--- config.mk ---
export PLATFORM = sky130hd
export DESIGN_NAME = loop_3
export DESIGN_NICKNAME = d
export VERILOG_FILES = /design/src/rtl/rc4_pkg.sv /design/src/rtl/loop_3_mem_read_wait.sv /design/src/rtl/loop_3.sv
export SDC_FILE = /design/constraint.sdc
export NUM_CORES = 1
export LEC_CHECK = 0
export CORE_AREA = 3 3 175 92
export CTS_BUF_LIST = sky130_fd_sc_hd__clkbuf_16
export DETAILED_ROUTE_END_ITERATION = 10
export DIE_AREA = 0 0 178 95
export GPL_ROUTABILITY_DRIVEN = 1
export PLACE_DENSITY = 0.44
export SYNTH_ARGS = -nofsm -noshare
export SYNTH_HDL_FRONTEND = slang
export SYNTH_SLANG_ARGS = --single-unit
--- constraint.sdc ---
create_clock -name clk -period 2.3 [get_ports clk]
set_clock_uncertainty 0.05 [all_clocks]
set_input_delay 0.23 -clock clk [delete_from_list [all_inputs] [get_ports clk]]
set_output_delay 0.23 -clock clk [all_outputs]
set_load 0.02 [all_outputs]
--- src/rtl/rc4_pkg.sv ---
// rc4_pkg: shared types and constants for the RC4 PRGA/decrypt stage (loop_3).
//   byte_t         - 8-bit data/address byte
//   prga_state_e   - PRGA controller state encoding
//   *_DEFAULT      - default message length and memory read latency
//   ASCII_*        - accepted plaintext alphabet (lowercase letters and space)
//   is_plain_char  - true when a decrypted byte lies in the accepted alphabet
package rc4_pkg;

  typedef logic [7:0] byte_t;

  typedef enum logic [3:0] {
    StIdle,
    StIncI,
    StReadSi,
    StWaitSi,
    StSaveSi,
    StReadSj,
    StWaitSj,
    StSaveSj,
    StWriteI,
    StWriteJ,
    StReadF,
    StWaitF,
    StSaveF,
    StWritePt,
    StDone
  } prga_state_e;

  localparam int unsigned MSG_LEN_DEFAULT = 32;
  localparam int unsigned RD_LAT_DEFAULT  = 2;

  localparam byte_t ASCII_LO = 8'h61;
  localparam byte_t ASCII_HI = 8'h7A;
  localparam byte_t ASCII_SP = 8'h20;

  function automatic logic is_plain_char(byte_t b);
    return ((b >= ASCII_LO) && (b <= ASCII_HI)) || (b == ASCII_SP);
  endfunction

endpackage

--- src/rtl/loop_3_mem_read_wait.sv ---
// mem_read_wait: RD_LAT-deep countdown shared by every memory read phase of loop_3.
// The caller holds the read address stable while this counter runs; rd_valid marks the
// last wait cycle, so the following state can latch the read data.
//   clk      - system clock
//   rst      - synchronous active-high reset
//   en       - count enable; low freezes the countdown
//   start    - pulse in the cycle the read address is first issued
//   rd_valid - high in the final wait cycle (read data valid from the next cycle on)
// RD_LAT must be at least 1.
module mem_read_wait #(
  parameter int unsigned RD_LAT = 2
) (
  input  logic clk,
  input  logic rst,
  input  logic en,
  input  logic start,
  output logic rd_valid
);

  localparam int unsigned CntW = $clog2(RD_LAT + 1);

  logic [CntW-1:0] cnt_q;

  always_ff @(posedge clk) begin
    if (rst) begin
      cnt_q <= '0;
    end else if (en) begin
      if (start) begin
        cnt_q <= CntW'(RD_LAT);
      end else if (cnt_q != '0) begin
        cnt_q <= cnt_q - CntW'(1);
      end
    end
  end

  assign rd_valid = en && (cnt_q == CntW'(1));

endmodule

--- src/rtl/loop_3.sv ---
// loop_3: RC4 PRGA/decrypt stage. Continues the i/j swaps on the S array left by the KSA
// stage, generates one keystream byte per message byte, XORs it with the ciphertext ROM
// and writes the plaintext RAM. done_flag is sticky until rst.
//   clk, rst           - system clock, synchronous active-high reset
//   second_loop_done   - level start from the KSA stage; low freezes the controller
//   done_flag          - all bytes written (or key rejected); sticky
//   s_addr/s_rddata/s_wrdata/s_wren - S RAM port
//   ct_addr/ct_rddata  - ciphertext ROM port (address = byte index k)
//   pt_addr/pt_wrdata/pt_wren       - plaintext RAM port
//   key_invalid        - only with PLAINTEXT_CHECK_EN: a decrypted byte fell outside
//                        lowercase/space, the write was dropped and the run ended
// Optional feature macro: PLAINTEXT_CHECK_EN.
// Every attached memory has RD_LAT cycles of read latency; each read holds its address
// from READ through SAVE so data is stable when latched.
module loop_3
  import rc4_pkg::*;
#(
  parameter int unsigned MSG_LEN = MSG_LEN_DEFAULT,
  parameter int unsigned RD_LAT  = RD_LAT_DEFAULT
) (
  input  logic       clk,
  input  logic       rst,
  input  logic       second_loop_done,
  output logic       done_flag,
  output logic [7:0] s_addr,
  input  logic [7:0] s_rddata,
  output logic [7:0] s_wrdata,
  output logic       s_wren,
  output logic [4:0] ct_addr,
  input  logic [7:0] ct_rddata,
  output logic [4:0] pt_addr,
  output logic [7:0] pt_wrdata,
  output logic       pt_wren
`ifdef PLAINTEXT_CHECK_EN
  ,
  output logic       key_invalid
`endif
);

  prga_state_e state_q, state_d;

  byte_t      i_q, j_q, si_q, sj_q, f_q, ct_q;
  logic [8:0] k_q;
  byte_t      pt_byte;
  logic       run;
  logic       rd_start;
  logic       rd_valid;
  logic       last_byte;
  logic       pt_ok;

  assign run       = second_loop_done;
  assign pt_byte   = f_q ^ ct_q;
  assign last_byte = (k_q == 9'(MSG_LEN - 1));

`ifdef PLAINTEXT_CHECK_EN
  assign pt_ok = is_plain_char(pt_byte);
`else
  assign pt_ok = 1'b1;
`endif

  assign rd_start = run && ((state_q == StReadSi) || (state_q == StReadSj) ||
                            (state_q == StReadF));

  mem_read_wait #(
    .RD_LAT(RD_LAT)
  ) u_rd_wait (
    .clk     (clk),
    .rst     (rst),
    .en      (run),
    .start   (rd_start),
    .rd_valid(rd_valid)
  );

  // State register.
  always_ff @(posedge clk) begin
    if (rst) begin
      state_q <= StIdle;
    end else begin
      state_q <= state_d;
    end
  end

  // Next state; the whole controller freezes while the start level is low.
  always_comb begin
    state_d = state_q;
    if (run) begin
      unique case (state_q)
        StIdle:    state_d = StIncI;
        StIncI:    state_d = StReadSi;
        StReadSi:  state_d = StWaitSi;
        StWaitSi:  if (rd_valid) state_d = StSaveSi;
        StSaveSi:  state_d = StReadSj;
        StReadSj:  state_d = StWaitSj;
        StWaitSj:  if (rd_valid) state_d = StSaveSj;
        StSaveSj:  state_d = StWriteI;
        StWriteI:  state_d = StWriteJ;
        StWriteJ:  state_d = StReadF;
        StReadF:   state_d = StWaitF;
        StWaitF:   if (rd_valid) state_d = StSaveF;
        StSaveF:   state_d = StWritePt;
        StWritePt: state_d = (!pt_ok || last_byte) ? StDone : StIncI;
        StDone:    state_d = StDone;
        default:   state_d = StIdle;
      endcase
    end
  end

  // Datapath registers.
  always_ff @(posedge clk) begin
    if (rst) begin
      i_q  <= '0;
      j_q  <= '0;
      k_q  <= '0;
      si_q <= '0;
      sj_q <= '0;
      f_q  <= '0;
      ct_q <= '0;
`ifdef PLAINTEXT_CHECK_EN
      key_invalid <= 1'b0;
`endif
    end else if (run) begin
      case (state_q)
        StIncI: i_q <= i_q + 8'd1;
        StSaveSi: begin
          si_q <= s_rddata;
          j_q  <= j_q + s_rddata;
        end
        StSaveSj: sj_q <= s_rddata;
        StSaveF: begin
          f_q  <= s_rddata;
          ct_q <= ct_rddata;
        end
        StWritePt: begin
          k_q <= k_q + 9'd1;
`ifdef PLAINTEXT_CHECK_EN
          if (!pt_ok) key_invalid <= 1'b1;
`endif
        end
        default: ;
      endcase
    end
  end

  // Outputs. Addresses are held across READ/WAIT/SAVE; enables only in write states.
  always_comb begin
    s_addr    = '0;
    s_wrdata  = '0;
    s_wren    = 1'b0;
    ct_addr   = '0;
    pt_addr   = '0;
    pt_wrdata = '0;
    pt_wren   = 1'b0;
    done_flag = 1'b0;
    case (state_q)
      StReadSi, StWaitSi, StSaveSi: s_addr = i_q;
      StReadSj, StWaitSj, StSaveSj: s_addr = j_q;
      StWriteI: begin
        s_addr   = i_q;
        s_wrdata = sj_q;
        s_wren   = run;
      end
      StWriteJ: begin
        s_addr   = j_q;
        s_wrdata = si_q;
        s_wren   = run;
      end
      StReadF, StWaitF, StSaveF: begin
        s_addr  = si_q + sj_q;
        ct_addr = k_q[4:0];
      end
      StWritePt: begin
        pt_addr   = k_q[4:0];
        pt_wrdata = pt_byte;
        pt_wren   = run && pt_ok;
      end
      StDone: done_flag = 1'b1;
      default: ;
    endcase
  end

endmodule

==> flow_metrics.py <==
metrics = {
    "run": {
        "drv_cap": 0,
    },
    "synth": {
        "yosysWarnings": 0,
        "syn_nets": 486,
        "synth_most_common_cell": "nand2_1",
        "synth-edff-count": 0,
        "ys.flop_type": "dfxtp_1",
        "synth.distinct_cells": 52,
        "synth.yosys.seq_area_share": 0.346,
        "ys_top_cells_by_area": "dfxtp_1, nand2_1, ha_1, a21oi_1, nor2_1",
        "syn_area_mm2": 0.00364,
        "synth.top_cells.by_count": "nand2_1, dfxtp_1, nor2_1",
        "yosysTopAreaCellShare": 0.346,
        "synth_top_cell_by_area": "dfxtp_1",
        "synthCells": 447,
        "ys_async_sr_fraction": 0,
        "synth.avg_cell_area_um2": 8.15,
        "ys_seq_elements": 63,
    },
    "sta": {
        "hold_viol": 0,
        "setup-violations-final": 3,
        "period_share": 1.02,
        "fmax_mhz": 425,
        "whs_ns": 0.274,
        "maxSlewViolCount": 0,
        "relSlewSlack": 0.628,
        "rsz0062_at_grt": "yes",
        "worst_pin_slew_ns": 0.558,
        "period_needed_ns": 2.35,
        "worst_slack_ns": -0.0512,
    },
    "cts": {
        "cts_inserted_buffers": 9,
        "htreeDepth": 3,
        "cts_sinks": 63,
        "clockBufferDepth": 2,
        "cts-root-buf": "clkbuf_16",
        "cts_hold_buf": 0,
        "clkLatencyLatePin_ns": 0.32,
        "path_clk_slew_ns": 0.05,
        "cts_tree": "yes",
    },
    "power": {
        "p_leak_nw": 2.19,
        "cellPowerDensity_mw_per_mm2": 492,
        "ir_drop_uv": 306,
        "power_mw": 2.50,
    },
    "drt": {
        "drc": 0,
        "wirelength_mm": 10.5,
        "drt_iter0_drc": 162,
        "wl_per_cell_um": 14.0,
        "vias": 3385,
        "via_per_inst": 4.51,
        "first_pass_iters": 4,
        "final_antenna_net_count": 0,
    },
    "grt": {
        "grt_max_degree": 50,
        "grt_pass1_vias": 3276,
        "antenna_found_initial": 0,
        "grt.overflow.total": 0,
        "grt_usage": 0.129,
        "grt_pass1_wl_mm": 17.0,
    },
    "worst_hold_path": {
        "hold_class": "in -> reg",
        "hold_start": "rst",
        "holdPathEnd": "j_q[2]",
        "hold_depth": 2,
    },
    "die": {
        "die_x_um": 178,
        "ios": 56,
        "dieArea_mm2": 0.0169,
        "coreArea_mm2": 0.0145,
        "start_util": 0.252,
        "fp.dieH_um": 95,
        "std_cell_rows": 31,
    },
    "finish": {
        "syn_to_final_growth_pct": 39.5,
        "finish.net_count": 589,
        "layout-drive-gt1-share": 0.185,
        "fillCellCount": 1553,
        "fin_area_mm2": 0.00508,
        "n_antenna_cell": 0,
    },
    "place": {
        "routabilityCongestion": 0.763,
        "place_hpwl_mm": 7.92,
        "placed_area_mm2": 0.00478,
        "port_buffers": 55,
    },
    "worst_setup_path": {
        "worst_path_largest_cell_delay_ns": 0.41,
        "crit_path_max_fanout": 2,
        "path_buf_inv": 1,
        "r2r_setup_slack_ns": 0.33,
        "worst-path-stages": 8,
        "critPathLaunchType": "flop",
        "crit_path_cell_trace": "ha_4, fa_2, a211oi_2, o21bai_1, a21oi_1, xor2_1, o21ai_1, buf_2",
        "worstPathRequired_ns": 2.02,
        "r2r_start": "j_q[0]",
        "worstSetupPathType": "reg -> out",
        "worstPathArrival_ns": 2.07,
        "cp_slowest_cell": "fa_2",
        "r2r-end": "j_q[6]",
        "critical-path-top-delay-family": "adder cells",
        "ff2ff_path_depth": 8,
        "end_kind": "output port",
    },
    "run_status": {
        "violations": "setup timing",
        "status": "finished, violations left",
    },
}
-- stage by stage --
stage	std cells	TNS (ns)	util	setup WS (ns)
floorplan	447	0	-	0.0605
global placement	736	-1.03	0.330	-0.254
detailed placement	736	-1.13	0.330	-0.277
CTS	750	-0.141	0.349	-0.0557
global route	750	-0.472	0.351	-0.168
finish	750	-0.128	0.351	-0.0512
-- worst register-to-register path, stage by stage (launching register included) --
cell and delay (ns):
dfxtp_1 0.39, ha_1 0.26, inv_1 0.07, fa_1 0.38, nor2b_1 0.20, o31a_1 0.17, o31ai_1 0.09, nor4_1 0.17
nand3b_1 0.13
-- cell type report --
type,instances,area [um^2],share of cell area
sequential,63,1270,0.250
timing repair buffer,114,1010,0.199
multi-input combinational,351,2270,0.447
clock inverter,4,17.5,0.00345
tap,198,248,0.0487
clock buffer,9,225,0.0443
inverter,11,41.3,0.00812
-- routing by layer --
layer | routed length, um | up-vias | track usage | share of wire
li1 | - | 1757 | - | -
met5 | 0 | - | 0 | 0
met4 | 82 | 0 | 0.0294 | 0.0078
met2 | 4610 | 39 | 0.200 | 0.44
met1 | 5450 | 1582 | 0.181 | 0.52
met3 | 352 | 7 | 0.0297 | 0.034
-- timing repair --
item | in CTS | in global routing
cloned | 0 | 0
hold endpoints to repair | 0 | 0
buffers inserted | 1 | 1
pin swaps | 13 | 13
gates resized for setup | 63 | 23
endpoints found under the setup margin | 36 | 25
-- registers in the layout, summed over array words and instances, names as in the netlist --
name and count:
i_q 8, k_q 9, ct_q 8, state_q 4, sj_q 8, si_q 8, f_q 8, u_rd_wait.cnt_q 2
j_q 8
-- cells by family after synthesis --
logic type               Yosys count  share of synthesized area
XOR/XNOR                          33                     0.0793
AO/OA/AOI/OAI                     94                      0.163
adder cells (fa/ha/maj)           20                     0.0728
buffers and inverters             33                     0.0412
flip-flops                        63                      0.346
multiplexers                      18                     0.0494
AND/OR/NAND/NOR                  186                      0.248
-- cells in the final DEF, fill, tap and decap left out, types with 14 or more instances in the layout --
master | Yosys | final
a21oi_1 | 42 | 41
nor2_1 | 56 | 55
clkdlybuf4s50_1 | 0 | 22
buf_4 | 3 | 59
nand2_1 | 67 | 66
xnor2_1 | 14 | 14
ha_1 | 18 | 17
xor2_1 | 19 | 19
mux2i_1 | 18 | 18
dfxtp_1 | 63 | 58
-- worst max path at each step --
| stage | startpoint | end |
|---|---|---|
| floorplan | si_q[0] | s_addr[6] |
| finish | sj_q[0] | s_addr[6] |
| detailed placement | si_q[0] | s_addr[6] |
| CTS | sj_q[0] | s_addr[6] |
| global route | sj_q[0] | s_addr[2] |
| global placement | si_q[0] | s_addr[6] |
-- power breakdown --
part	internal (mW)	total, mW	leakage (nW)	switching [mW]
Combinational	0.104	0.225	1.56	0.121
Clock	0.697	1.15	0.126	0.457
Sequential	1.11	1.12	0.511	0.0152
Total	1.91	2.50	2.19	0.592
No activity file was read; power rests on OpenSTA's default activity.
==> RTL change 1 (same settings) <==
The option `PLAINTEXT_CHECK_EN` is turned on by a define.
--- a/src/rtl/loop_3.sv
+++ b/src/rtl/loop_3.sv
@@ -12,6 +12,8 @@
 // Optional feature macro: PLAINTEXT_CHECK_EN.
 // Every attached memory has RD_LAT cycles of read latency; each read holds its address
 // from READ through SAVE so data is stable when latched.
+`define PLAINTEXT_CHECK_EN
+
 module loop_3
   import rc4_pkg::*;
 #(
Formal check against the unedited RTL (old outputs only; new: key_invalid): same outputs for any inputs over 10 cycles, from zero or initial values and one cycle with rst high; that may be too few to reach the edited logic, so the function may still have changed.
==> RTL change 1 against the original RTL <==
- wire length up 8.0%
- design area is 6.3% higher
- the run still ends with setup timing left
- sequential cell count up 1
- largest power group unchanged
- setup slack got worse by 0.19 ns
- final cell count up 4.4%
- power grew 5.2%
- count of clock-buffer cells in the layout is the same
- synthesized area up 2.4%
==> RTL change 1: results <==
global_route:
  grt_pass1_wl_um: 18000
  met2_usage: 0.198
  grt_max_degree: 28
  grt_pass1_vias: 3349
pwr:
  switching_power_uw: 601
  leakage_nw: 2.24
critical_path:
  cp_max_fo: 3
  slowest_stage: "dfxtp_4"
  worstSetupStartpoint: "si_q[1]"
  r2r_setup_slack_ns: 0.23
timing:
  max_slew_margin: 0.672
  finalSetupTns_ns: -0.445
  setup_viol: 2
  setup_ws_ns: -0.237
layout:
  stdcell_area_um2: 5410
  drive_above_1_share: 0.241
  buffer_area_frac: 0.206
  fillCellCount: 1544
run_status:
  failed_checks: "setup timing"
  status: "complete, but fails checks"
place:
  dp.cells: 767
  globalplace.congestion: 0.772
clocking:
  cts_resized: 83
synthesis:
  ys_types: 59
  yosysSeqAreaShare: 0.343
  ys_top_cells_by_area: "dfxtp_1 (34%), nand2_1 (7.3%), ha_1 (6.0%)"
==> RTL change 1: changes by cell type in the layout (fill, tap and decap cells not counted), sizes merged, moves of 6 or more <==
cell / before / now
dlymetal6s2s: 13 / 2
dlygate4sd2: 11 / 22
nand2: 68 / 75
buf: 65 / 85
nand3: 5 / 11
nor3: 9 / 2
==> RTL change 1: logic make-up after synthesis <==
logic type / after synthesis / share of synthesized area
flip-flops: 64 / 0.343
AND/OR/NAND/NOR: 192 / 0.248
buffers and inverters: 39 / 0.0432
adder cells (fa/ha/maj): 20 / 0.0711
XOR/XNOR: 30 / 0.0764
AO/OA/AOI/OAI: 92 / 0.155
multiplexers: 23 / 0.0627
==> RTL change 1: power groups by stage <==
stage	registers (mW)	logic, mW	clock network [mW]
CTS	1.12	0.207	1.35
floorplan	1.15	0.0976	0
detailed placement	1.15	0.205	0
global placement	1.15	0.206	0
global route	1.12	0.228	1.39
finish	1.12	0.208	1.30
==> RTL change 2 (same flow settings) <==
Without the edit above. Make the reset (`rst`) asynchronous in 3 clocked blocks. Comments in the files are not updated.
--- a/src/rtl/loop_3_mem_read_wait.sv
+++ b/src/rtl/loop_3_mem_read_wait.sv
@@ -21,7 +21,7 @@
 
   logic [CntW-1:0] cnt_q;
 
-  always_ff @(posedge clk) begin
+  always_ff @(posedge clk or posedge rst) begin
     if (rst) begin
       cnt_q <= '0;
     end else if (en) begin
--- a/src/rtl/loop_3.sv
+++ b/src/rtl/loop_3.sv
@@ -72,7 +72,7 @@
   );
 
   // State register.
-  always_ff @(posedge clk) begin
+  always_ff @(posedge clk or posedge rst) begin
     if (rst) begin
       state_q <= StIdle;
     end else begin
@@ -106,7 +106,7 @@
   end
 
   // Datapath registers.
-  always_ff @(posedge clk) begin
+  always_ff @(posedge clk or posedge rst) begin
     if (rst) begin
       i_q  <= '0;
       j_q  <= '0;
Formal check against the unedited RTL: differs if rst is asserted again (counterexample within 4 cycles, from zero or initial values and one cycle with rst high); with rst held inactive, the same outputs for 10 cycles.
==> RTL change 2 against the original RTL <==
- the flow still finishes with violations (setup timing)
- sequential cell count stayed put
- die area stayed put
- wire length is 2.7% lower
- sequential share of layout area is 5.2 points higher
- design area is 2.8% higher
- synthesized area is 2.1% higher
- final cell count is 9.2% lower
- count of clock-buffer cells in the layout stayed put
- setup slack worse by 0.16 ns
Power is not compared: it rests on default switching activity, and its combinational part moved more than twofold at a synthesized area within 25%.
==> RTL change 2: results <==
run_status:
  status: "complete, but fails checks"
  failed_checks: "setup timing"
global_route:
  grtUsageMet1: 0.180
  grtUsageMet3: 0.0313
  track_usage: 0.132
timing:
  setup_viol: 5
  setup_ws_ns: -0.216
synthesis:
  ys_types: 49
  netlist_top_cells_count: "dfrtp_1 (63), mux2_2 (34), nor2_1 (31)"
  synth_xor_area_frac: 0.0683
  ys_top_cells_by_area: "dfrtp_1 (42%), mux2_2 (10%), ha_1 (6.1%)"
  yosysSeqAreaShare: 0.424
  synth_fp_nets: 402
critical_path:
  slowest_stage: "dfrtp_1"
  rr_worst_depth: 7
  worstSetupStartpoint: "sj_q[0]"
  r2r_setup_slack_ns: 0.22
drt:
  wl_per_cell_um: 15.0
  wl_met1_um: 5190
  wl_met3_um: 314
  vias: 3019
place:
  pre_cts_slack_ns: -0.407
  post_dp_cell_area_um2: 4930
  globalplace.congestion: 0.760
hold_path:
  min_path_type: "input pin to asynchronous set/reset pin"
layout:
  drive_above_1_share: 0.300
[RTL change 2: cell types whose count changed in the layout (fill, tap and decap cells not counted), moves of 8 or more]
| cell | before | now |
|---|---|---|
| nand2_1 | 66 | 25 |
| mux2i_1 | 18 | 9 |
| dfrtp_1 | 0 | 62 |
| dlymetal6s2s_1 | 13 | 1 |
| xor2_1 | 19 | 8 |
| nor2_1 | 55 | 30 |
| o21ai_0 | 10 | 19 |
| dlygate4sd2_1 | 11 | 19 |
| mux2_2 | 0 | 34 |
| dfxtp_1 | 58 | 0 |
| a21oi_1 | 41 | 4 |
[RTL change 2: timing repair]
action	CTS	global route
gates resized for setup	89	24
gates cloned	0	0
setup buffers	0	3
hold buffers	0	0
pin swaps	12	5
setup endpoints to repair	36	19
[RTL change 2: worst min path at each step]
stage / start / to / slack [ns] / depth (start not counted)
floorplan: s_rddata[1] / sj_q[1] / 0.30 / 2
global placement: k_q[8] / k_q[8] / 0.41 / 1
detailed placement: k_q[8] / k_q[8] / 0.41 / 1
CTS: rst / k_q[8] / 0.25 / 3
global route: rst / state_q[0] / 0.27 / 3
finish: rst / f_q[5] / 0.23 / 3
[RTL change 2: final cells by class]
class                      count  area [um^2]
clock buffer                   9          225
clock inverter                 6         28.8
fill                        1479         9240
inverter                      16         60.1
multi-input combinational    273         2120
sequential                    63         1580
tap                          198          248
timing repair buffer         116          965
[RTL change 2: power breakdown]
group          internal, mW  switching [mW]
clock network         0.707           0.496
logic                  1.65            1.58
registers              1.46           0.342
[RTL change 2: metrics by stage]
stage                     TNS, ns  cells   util
after floorplan                 0    363      -
after global placement      -1.84    663  0.341
after detailed placement    -1.85    663  0.341
after CTS                  -0.479    678  0.359
after global routing        -1.29    681  0.361
final                      -0.622    681  0.361
